## config.mk

```make
export PLATFORM = sky130hd
export DESIGN_NAME = serialrx
export DESIGN_NICKNAME = d
export VERILOG_FILES = /design/src/rtl/serial_pkg.sv /design/src/rtl/sync_2ff.sv /design/src/rtl/serialrx.sv
export SDC_FILE = /design/constraint.sdc
export NUM_CORES = 1
export LEC_CHECK = 0
export ABC_CLOCK_PERIOD_IN_PS = 1900
export CAP_MARGIN = 20
export CORE_MARGIN = 3
export CORE_UTILIZATION = 38
export DETAILED_ROUTE_END_ITERATION = 7
export PLACE_DENSITY = 0.81
export RECOVER_POWER = 50
export SLEW_MARGIN = 30
export SYNTH_ARGS = -nofsm -noshare
export SYNTH_HDL_FRONTEND = slang
export SYNTH_SLANG_ARGS = --single-unit
```

## constraint.sdc

```tcl
create_clock -name clk -period 1.9 [get_ports clk]
set_input_delay 0.19 -clock clk [delete_from_list [all_inputs] [get_ports clk]]
set_output_delay 0.19 -clock clk [all_outputs]
set_load 0.05 [all_outputs]
```

## src/rtl/serial_pkg.sv

```systemverilog
// Shared definitions for the serial transmit/receive blocks: FSM states,
// Wishbone register offsets and status bit positions.
package serial_pkg;

    typedef enum logic [1:0] {
        S_IDLE,
        S_START,
        S_DATA,
        S_STOP
    } state_e;

    localparam logic [31:0] REG_DATA   = 32'h0000_0000;
    localparam logic [31:0] REG_STATUS = 32'h0000_0004;

    localparam int unsigned ST_VALID     = 0;
    localparam int unsigned ST_OVERRUN   = 1;
    localparam int unsigned ST_FRAME_ERR = 2;

endpackage

```

## src/rtl/sync_2ff.sv

```systemverilog
// Two-flop synchroniser for an asynchronous input, with a selectable reset value.
module sync_2ff #(
    parameter logic RESET_VALUE = 1'b1
) (
    input  logic clk,
    input  logic rst,
    input  logic d_i,
    output logic q_o
);

    logic meta_q;

    always_ff @(posedge clk) begin
        if (rst) begin
            meta_q <= RESET_VALUE;
            q_o    <= RESET_VALUE;
        end else begin
            meta_q <= d_i;
            q_o    <= meta_q;
        end
    end

endmodule

```

## src/rtl/serialrx.sv

```systemverilog
// Wishbone-attached UART receiver: mid-bit sampling, one-entry holding
// register, overrun and framing error flags with write-1-to-clear.
module serialrx
    import serial_pkg::*;
#(
    parameter int unsigned DIVIDE = 2,
    parameter int unsigned FRAME  = 8
) (
    input  logic        clk,
    input  logic        rst,
    input  logic        uart_rx,
    input  logic [31:0] wb_addr,
    input  logic [31:0] wb_data_w,
    output logic [31:0] wb_data_r,
    input  logic        wb_we,
    input  logic        wb_stb,
    input  logic        wb_cyc,
    output logic        wb_ack,
    output logic        wb_stall
);

    localparam int unsigned HALF = DIVIDE / 2;
    localparam int unsigned DW   = $clog2(DIVIDE);
    localparam int unsigned BW   = (FRAME > 1) ? $clog2(FRAME) : 1;

    logic             rx_s;
    state_e           state_q;
    logic [DW-1:0]    div_q;
    logic [BW-1:0]    bit_q;
    logic [FRAME-1:0] shift_q;
    logic [FRAME-1:0] rx_data_q;
    logic             rx_valid_q, rx_valid_d;
    logic             overrun_q, overrun_d;
    logic             frame_err_q, frame_err_d;

    logic        req, is_status, pop, clr_ovr, clr_fe;
    logic        stop_tick, store, set_ovr, set_fe;
    logic [31:0] rd_data;
    logic        unused_ok;

    sync_2ff #(.RESET_VALUE(1'b1)) u_sync (
        .clk (clk),
        .rst (rst),
        .d_i (uart_rx),
        .q_o (rx_s)
    );

    assign wb_stall  = 1'b0;
    assign unused_ok = ^{wb_addr[31:3], wb_addr[1:0], wb_data_w[31:3], wb_data_w[0]};

    assign req       = wb_cyc & wb_stb;
    assign is_status = (wb_addr[2] == REG_STATUS[2]);
    assign pop       = req & ~wb_we & ~is_status & rx_valid_q;
    assign clr_ovr   = req & wb_we & is_status & wb_data_w[ST_OVERRUN];
    assign clr_fe    = req & wb_we & is_status & wb_data_w[ST_FRAME_ERR];

    // A pop in the stop-sample cycle frees the holding register for the new byte.
    assign stop_tick = (state_q == S_STOP) && (div_q == DW'(DIVIDE - 1));
    assign store     = stop_tick & rx_s & (~rx_valid_q | pop);
    assign set_ovr   = stop_tick & rx_s & rx_valid_q & ~pop;
    assign set_fe    = stop_tick & ~rx_s;

    always_comb begin
        rx_valid_d  = rx_valid_q;
        overrun_d   = overrun_q;
        frame_err_d = frame_err_q;
        rd_data     = '0;
        if (store) begin
            rx_valid_d = 1'b1;
        end else if (pop) begin
            rx_valid_d = 1'b0;
        end
        // Setting wins over a simultaneous clear.
        overrun_d   = set_ovr | (overrun_q & ~clr_ovr);
        frame_err_d = set_fe | (frame_err_q & ~clr_fe);
        if (!wb_we) begin
            if (is_status) begin
                rd_data[ST_VALID]     = rx_valid_q;
                rd_data[ST_OVERRUN]   = overrun_q;
                rd_data[ST_FRAME_ERR] = frame_err_q;
            end else begin
                rd_data = 32'(rx_data_q);
            end
        end
    end

    always_ff @(posedge clk) begin
        if (rst) begin
            state_q     <= S_IDLE;
            div_q       <= '0;
            bit_q       <= '0;
            shift_q     <= '0;
            rx_data_q   <= '0;
            rx_valid_q  <= 1'b0;
            overrun_q   <= 1'b0;
            frame_err_q <= 1'b0;
            wb_ack      <= 1'b0;
            wb_data_r   <= '0;
        end else begin
            case (state_q)
                S_IDLE: begin
                    if (!rx_s) begin
                        state_q <= S_START;
                        div_q   <= '0;
                    end
                end
                S_START: begin
                    if (div_q == DW'(HALF - 1)) begin
                        if (!rx_s) begin
                            state_q <= S_DATA;
                            div_q   <= '0;
                            bit_q   <= '0;
                        end else begin
                            state_q <= S_IDLE;
                        end
                    end else begin
                        div_q <= div_q + DW'(1);
                    end
                end
                S_DATA: begin
                    if (div_q == DW'(DIVIDE - 1)) begin
                        shift_q[bit_q] <= rx_s;
                        div_q          <= '0;
                        if (bit_q == BW'(FRAME - 1)) begin
                            state_q <= S_STOP;
                        end else begin
                            bit_q <= bit_q + BW'(1);
                        end
                    end else begin
                        div_q <= div_q + DW'(1);
                    end
                end
                S_STOP: begin
                    if (stop_tick) begin
                        state_q <= S_IDLE;
                        div_q   <= '0;
                    end else begin
                        div_q <= div_q + DW'(1);
                    end
                end
                default: state_q <= S_IDLE;
            endcase

            if (store) begin
                rx_data_q <= shift_q;
            end
            rx_valid_q  <= rx_valid_d;
            overrun_q   <= overrun_d;
            frame_err_q <= frame_err_d;

            wb_ack <= req;
            if (req) begin
                wb_data_r <= rd_data;
            end
        end
    end

endmodule
```

==> Implementation_results.wiki <==
{| class="wikitable"
! Metric !! Value
|-
| Clk Latency, worst-skew pair || about 290 ps
|-
| Wire length of the first global-routing pass || 4810 microns
|-
| Via count of the first global-routing pass || about 1100
|-
| Hold-fix buffer count after cts || 0
|-
| Critical path class || reg2reg
|-
| Synth Cell Area || 1770 sq um
|-
| Sum of negative setup slack || 0 ps
|-
| Number of hold-slack violations in the final timing report || 0
|-
| Data arrival time of the critical path || 1910 ps
|-
| Post-synth ARST share || 0%
|-
| Antenna Violating Nets Remaining || 0
|-
| Horizontal die dimension || 74.3 microns
|-
| Type of origin of the critical path || flop
|-
| Maximum number of pins on one net before global-route repair || 17
|-
| Number of placed I/O pins || between 100 and 150
|-
| Die height || about 74 microns
|-
| Worst hold slack || 417 ps
|-
| Highest signal layer in the routed design || met4
|-
| Most common cell in the synthesized netlist || sky130_fd_sc_hd__dfxtp_1
|-
| DRC violation count after routing || 0
|-
| Clock tree root driver cell || sky130_fd_sc_hd__clkbuf_8
|-
| Final setup skew || 3.36 ps
|-
| Number of buffers added by the clock tree synthesis step || 5
|-
| Clock Path Buffers || 2
|-
| Minimum clock period || 1690 ps
|-
| Number of flops mapped to enable cells by yosys || 0
|-
| Number of distinct library cell variants in the gate-level netlist after synthesis || 30
|-
| Required time worst endpoint || 2120 ps
|-
| Met3 wire len || approximately 180 microns
|-
| Share of synthesized area occupied by flip-flops and latches || between 40 and 50%
|-
| Number of vias per cell after detailed routing || 4.69
|-
| Peak Freq || 0.593 GHz
|-
| Run status || finished, final reports clean
|-
| Area added between synthesis and finish || 10.6%
|-
| Worst Hold Class || reg2reg
|-
| Sink Count || 36
|-
| Final Slew Violations || 0
|-
| Antenna violations before repair || 0
|-
| Average wire per cell in the routed design || 10.8 microns
|-
| Length of routed met2 wiring || 1260 microns
|-
| Number of vias in the routed layout || ~1200
|-
| Die ar. || around 5500 sq um
|-
| Placeable core area || between 4000 and 5000 sq um
|-
| HPWL after detailed placement || 2030 microns
|-
| Net count of the finished layout || approximately 280
|-
| Biggest area consumer among synthesized cells || sky130_fd_sc_hd__dfxtp_1
|-
| Most instantiated cells after synthesis || sky130_fd_sc_hd__dfxtp_1 (36), sky130_fd_sc_hd__buf_4 (25), sky130_fd_sc_hd__mux2i_1 (19), sky130_fd_sc_hd__nand2b_1 (19), sky130_fd_sc_hd__a21oi_1 (12)
|-
| Number of detailed-routing iterations run before antenna repair || 4
|-
| Drt first-iter violations || 44
|-
| Remaining global-route overflow || 0
|-
| Number of cells produced by synthesis || about 190
|-
| PD cells || 751 nW/um^2
|-
| Fraction of layout cells with a size suffix above 1 || ~8.7%
|-
| Slew at the pin closest to its max-slew limit || between 600 and 700 ps
|-
| Number of gates resized after CTS || 0
|-
| Crit end category || flop
|-
| Post-synthesis register bit count || 36
|-
| Most common flop cell mapped by yosys || sky130_fd_sc_hd__dfxtp_1
|-
| Post-Route WL || ~2800 microns
|-
| Count of buffers inserted at the top-level ports || 17
|-
| Post-CTS setup buffers || 0
|-
| Clk pin slew, worst setup/hold paths || around 70 ps
|-
| Fill count || 444
|-
| Crit path max fanout || 4
|-
| Weighted congestion reported at the end of routability-driven placement || 0.689
|-
| Antenna diode instance count || 0
|-
| Total number of placement rows || 24
|-
| Mean area per synthesized cell || approximately 9.5 sq um
|-
| Maximum vdd drop || approximately 290 uV
|-
| Leakage || ~0.00083 uW
|-
| Top post-synthesis cells by area || sky130_fd_sc_hd__dfxtp_1 (41%), sky130_fd_sc_hd__mux2i_1 (11%), sky130_fd_sc_hd__buf_4 (11%), sky130_fd_sc_hd__nand2b_1 (6.7%), sky130_fd_sc_hd__a21oi_1 (3.4%)
|-
| Synthesis Warnings || 0
|-
| Post-synth top area share || between 40 and 50%
|-
| Share of the cycle needed by the critical path after routing || between 80% and 90%
|-
| Max-cap violations || 0
|-
| Endpoints failing setup || 0
|-
| Max transition margin || ~59%
|-
| RSZ-0062 raised after global routing || no
|-
| CTS H-tree depth || 2
|-
| Initial standard-cell utilization of the core || approximately two fifths
|-
| Routed length on met1 || around 1300 microns
|-
| GRT Resource Usage Total || 11.3%
|-
| Clock tree from TritonCTS || yes
|}
==> per-stage QoR <==
stage	utilization [%]	std cells	total power, uW	area (sq um)	setup WS (ps)
6_report	44.1	258	1470	1960	214
5_1_grt	44.1	258	1530	1960	123
4_1_cts	44.6	258	1500	1980	188
3_5_place_dp	42.6	250	957	1890	239
3_3_place_gp	42.6	250	956	1890	267
2_1_floorplan	-	211	967	1860	278
==> placed cells by master (no fill, tap or decap), types with 3 or more instances in the layout <==
cell type | netlist | layout
sky130_fd_sc_hd__o21ai_0 | 3 | 3
sky130_fd_sc_hd__mux2i_1 | 19 | 19
sky130_fd_sc_hd__nand2_1 | 9 | 9
sky130_fd_sc_hd__conb_1 | 1 | 25
sky130_fd_sc_hd__dfxtp_1 | 36 | 36
sky130_fd_sc_hd__clkdlybuf4s50_1 | 0 | 14
sky130_fd_sc_hd__nand3b_1 | 3 | 3
sky130_fd_sc_hd__or3_1 | 4 | 4
sky130_fd_sc_hd__a21oi_1 | 12 | 12
sky130_fd_sc_hd__clkbuf_8 | 0 | 5
sky130_fd_sc_hd__clkbuf_1 | 7 | 3
sky130_fd_sc_hd__dlygate4sd3_1 | 0 | 3
sky130_fd_sc_hd__nand3_1 | 6 | 6
sky130_fd_sc_hd__inv_1 | 4 | 4
sky130_fd_sc_hd__a22oi_1 | 5 | 5
sky130_fd_sc_hd__buf_4 | 25 | 4
sky130_fd_sc_hd__nand2b_1 | 19 | 19
sky130_fd_sc_hd__nand4_1 | 3 | 3
sky130_fd_sc_hd__nor2_1 | 8 | 8
==> metal layers <==
layer  up-vias  global-route usage [%]
met3         7                    4.05
met5         -                       0
met2        40                    18.2
met4         0                    5.93
met1       538                    13.2
li1        625                       -
==> final cells by class <==
class | count | area, sq um | area share (%)
clock buffers | 5 | 68.8 | 3.51
clock inverters | 3 | 18.8 | 0.957
inverters | 4 | 15.0 | 0.766
multi-input cells | 134 | 861 | 43.9
flip-flops and latches | 36 | 721 | 36.8
well taps | 52 | 65.1 | 3.32
repair buffers | 24 | 211 | 10.8
==> critical path, cell delays in order, from the launching register on <==
cell,delay [ps]
sky130_fd_sc_hd__dfxtp_1,330
sky130_fd_sc_hd__ha_1,190
sky130_fd_sc_hd__ha_1,190
sky130_fd_sc_hd__nand4bb_1,260
sky130_fd_sc_hd__or4b_1,500
sky130_fd_sc_hd__a21oi_1,140
==> registers in the layout, summed over array words and instances (netlist names), 3 cells and up, named ones only <==
register,cells
rx_data_q,8
shift_q,8
wb_data_r,8
bit_q,3
==> final timing paths <==
check	startpoint	end	slack, ps	cells past startpoint
hold reg to reg	u_sync.meta_q$_SDFF_PP1_	u_sync.q_o$_SDFF_PP1_	420	1
hold / removal	u_sync.meta_q$_SDFF_PP1_	u_sync.q_o$_SDFF_PP1_	420	1
setup reg to reg	bit_q[0]$_SDFFE_PP0P_	bit_q[0]$_SDFFE_PP0P_	210	5
setup / recovery	bit_q[0]$_SDFFE_PP0P_	bit_q[0]$_SDFFE_PP0P_	210	5
==> logic make-up (layout without fill, tap and decap cells) <==
family | Yosys count | in the layout | share of synthesized area, %
other | 1 | 25 | 0.212
AO/OA/AOI/OAI | 23 | 23 | 8.33
flip-flops | 36 | 36 | 40.6
adder cells (fa/ha/maj) | 2 | 2 | 1.41
AND/OR/NAND/NOR | 65 | 65 | 23.3
buffers and inverters | 41 | 36 | 15.4
multiplexers | 19 | 19 | 10.7
==> where the power goes <==
group / internal, uW / total, uW / switching [uW]
Sequential: 758 / 763 / 4.82
Clock: 255 / 538 / 282
Combinational: 33.0 / 172 / 139
Total: 1050 / 1470 / 426
(Power assumes the default switching activity.)
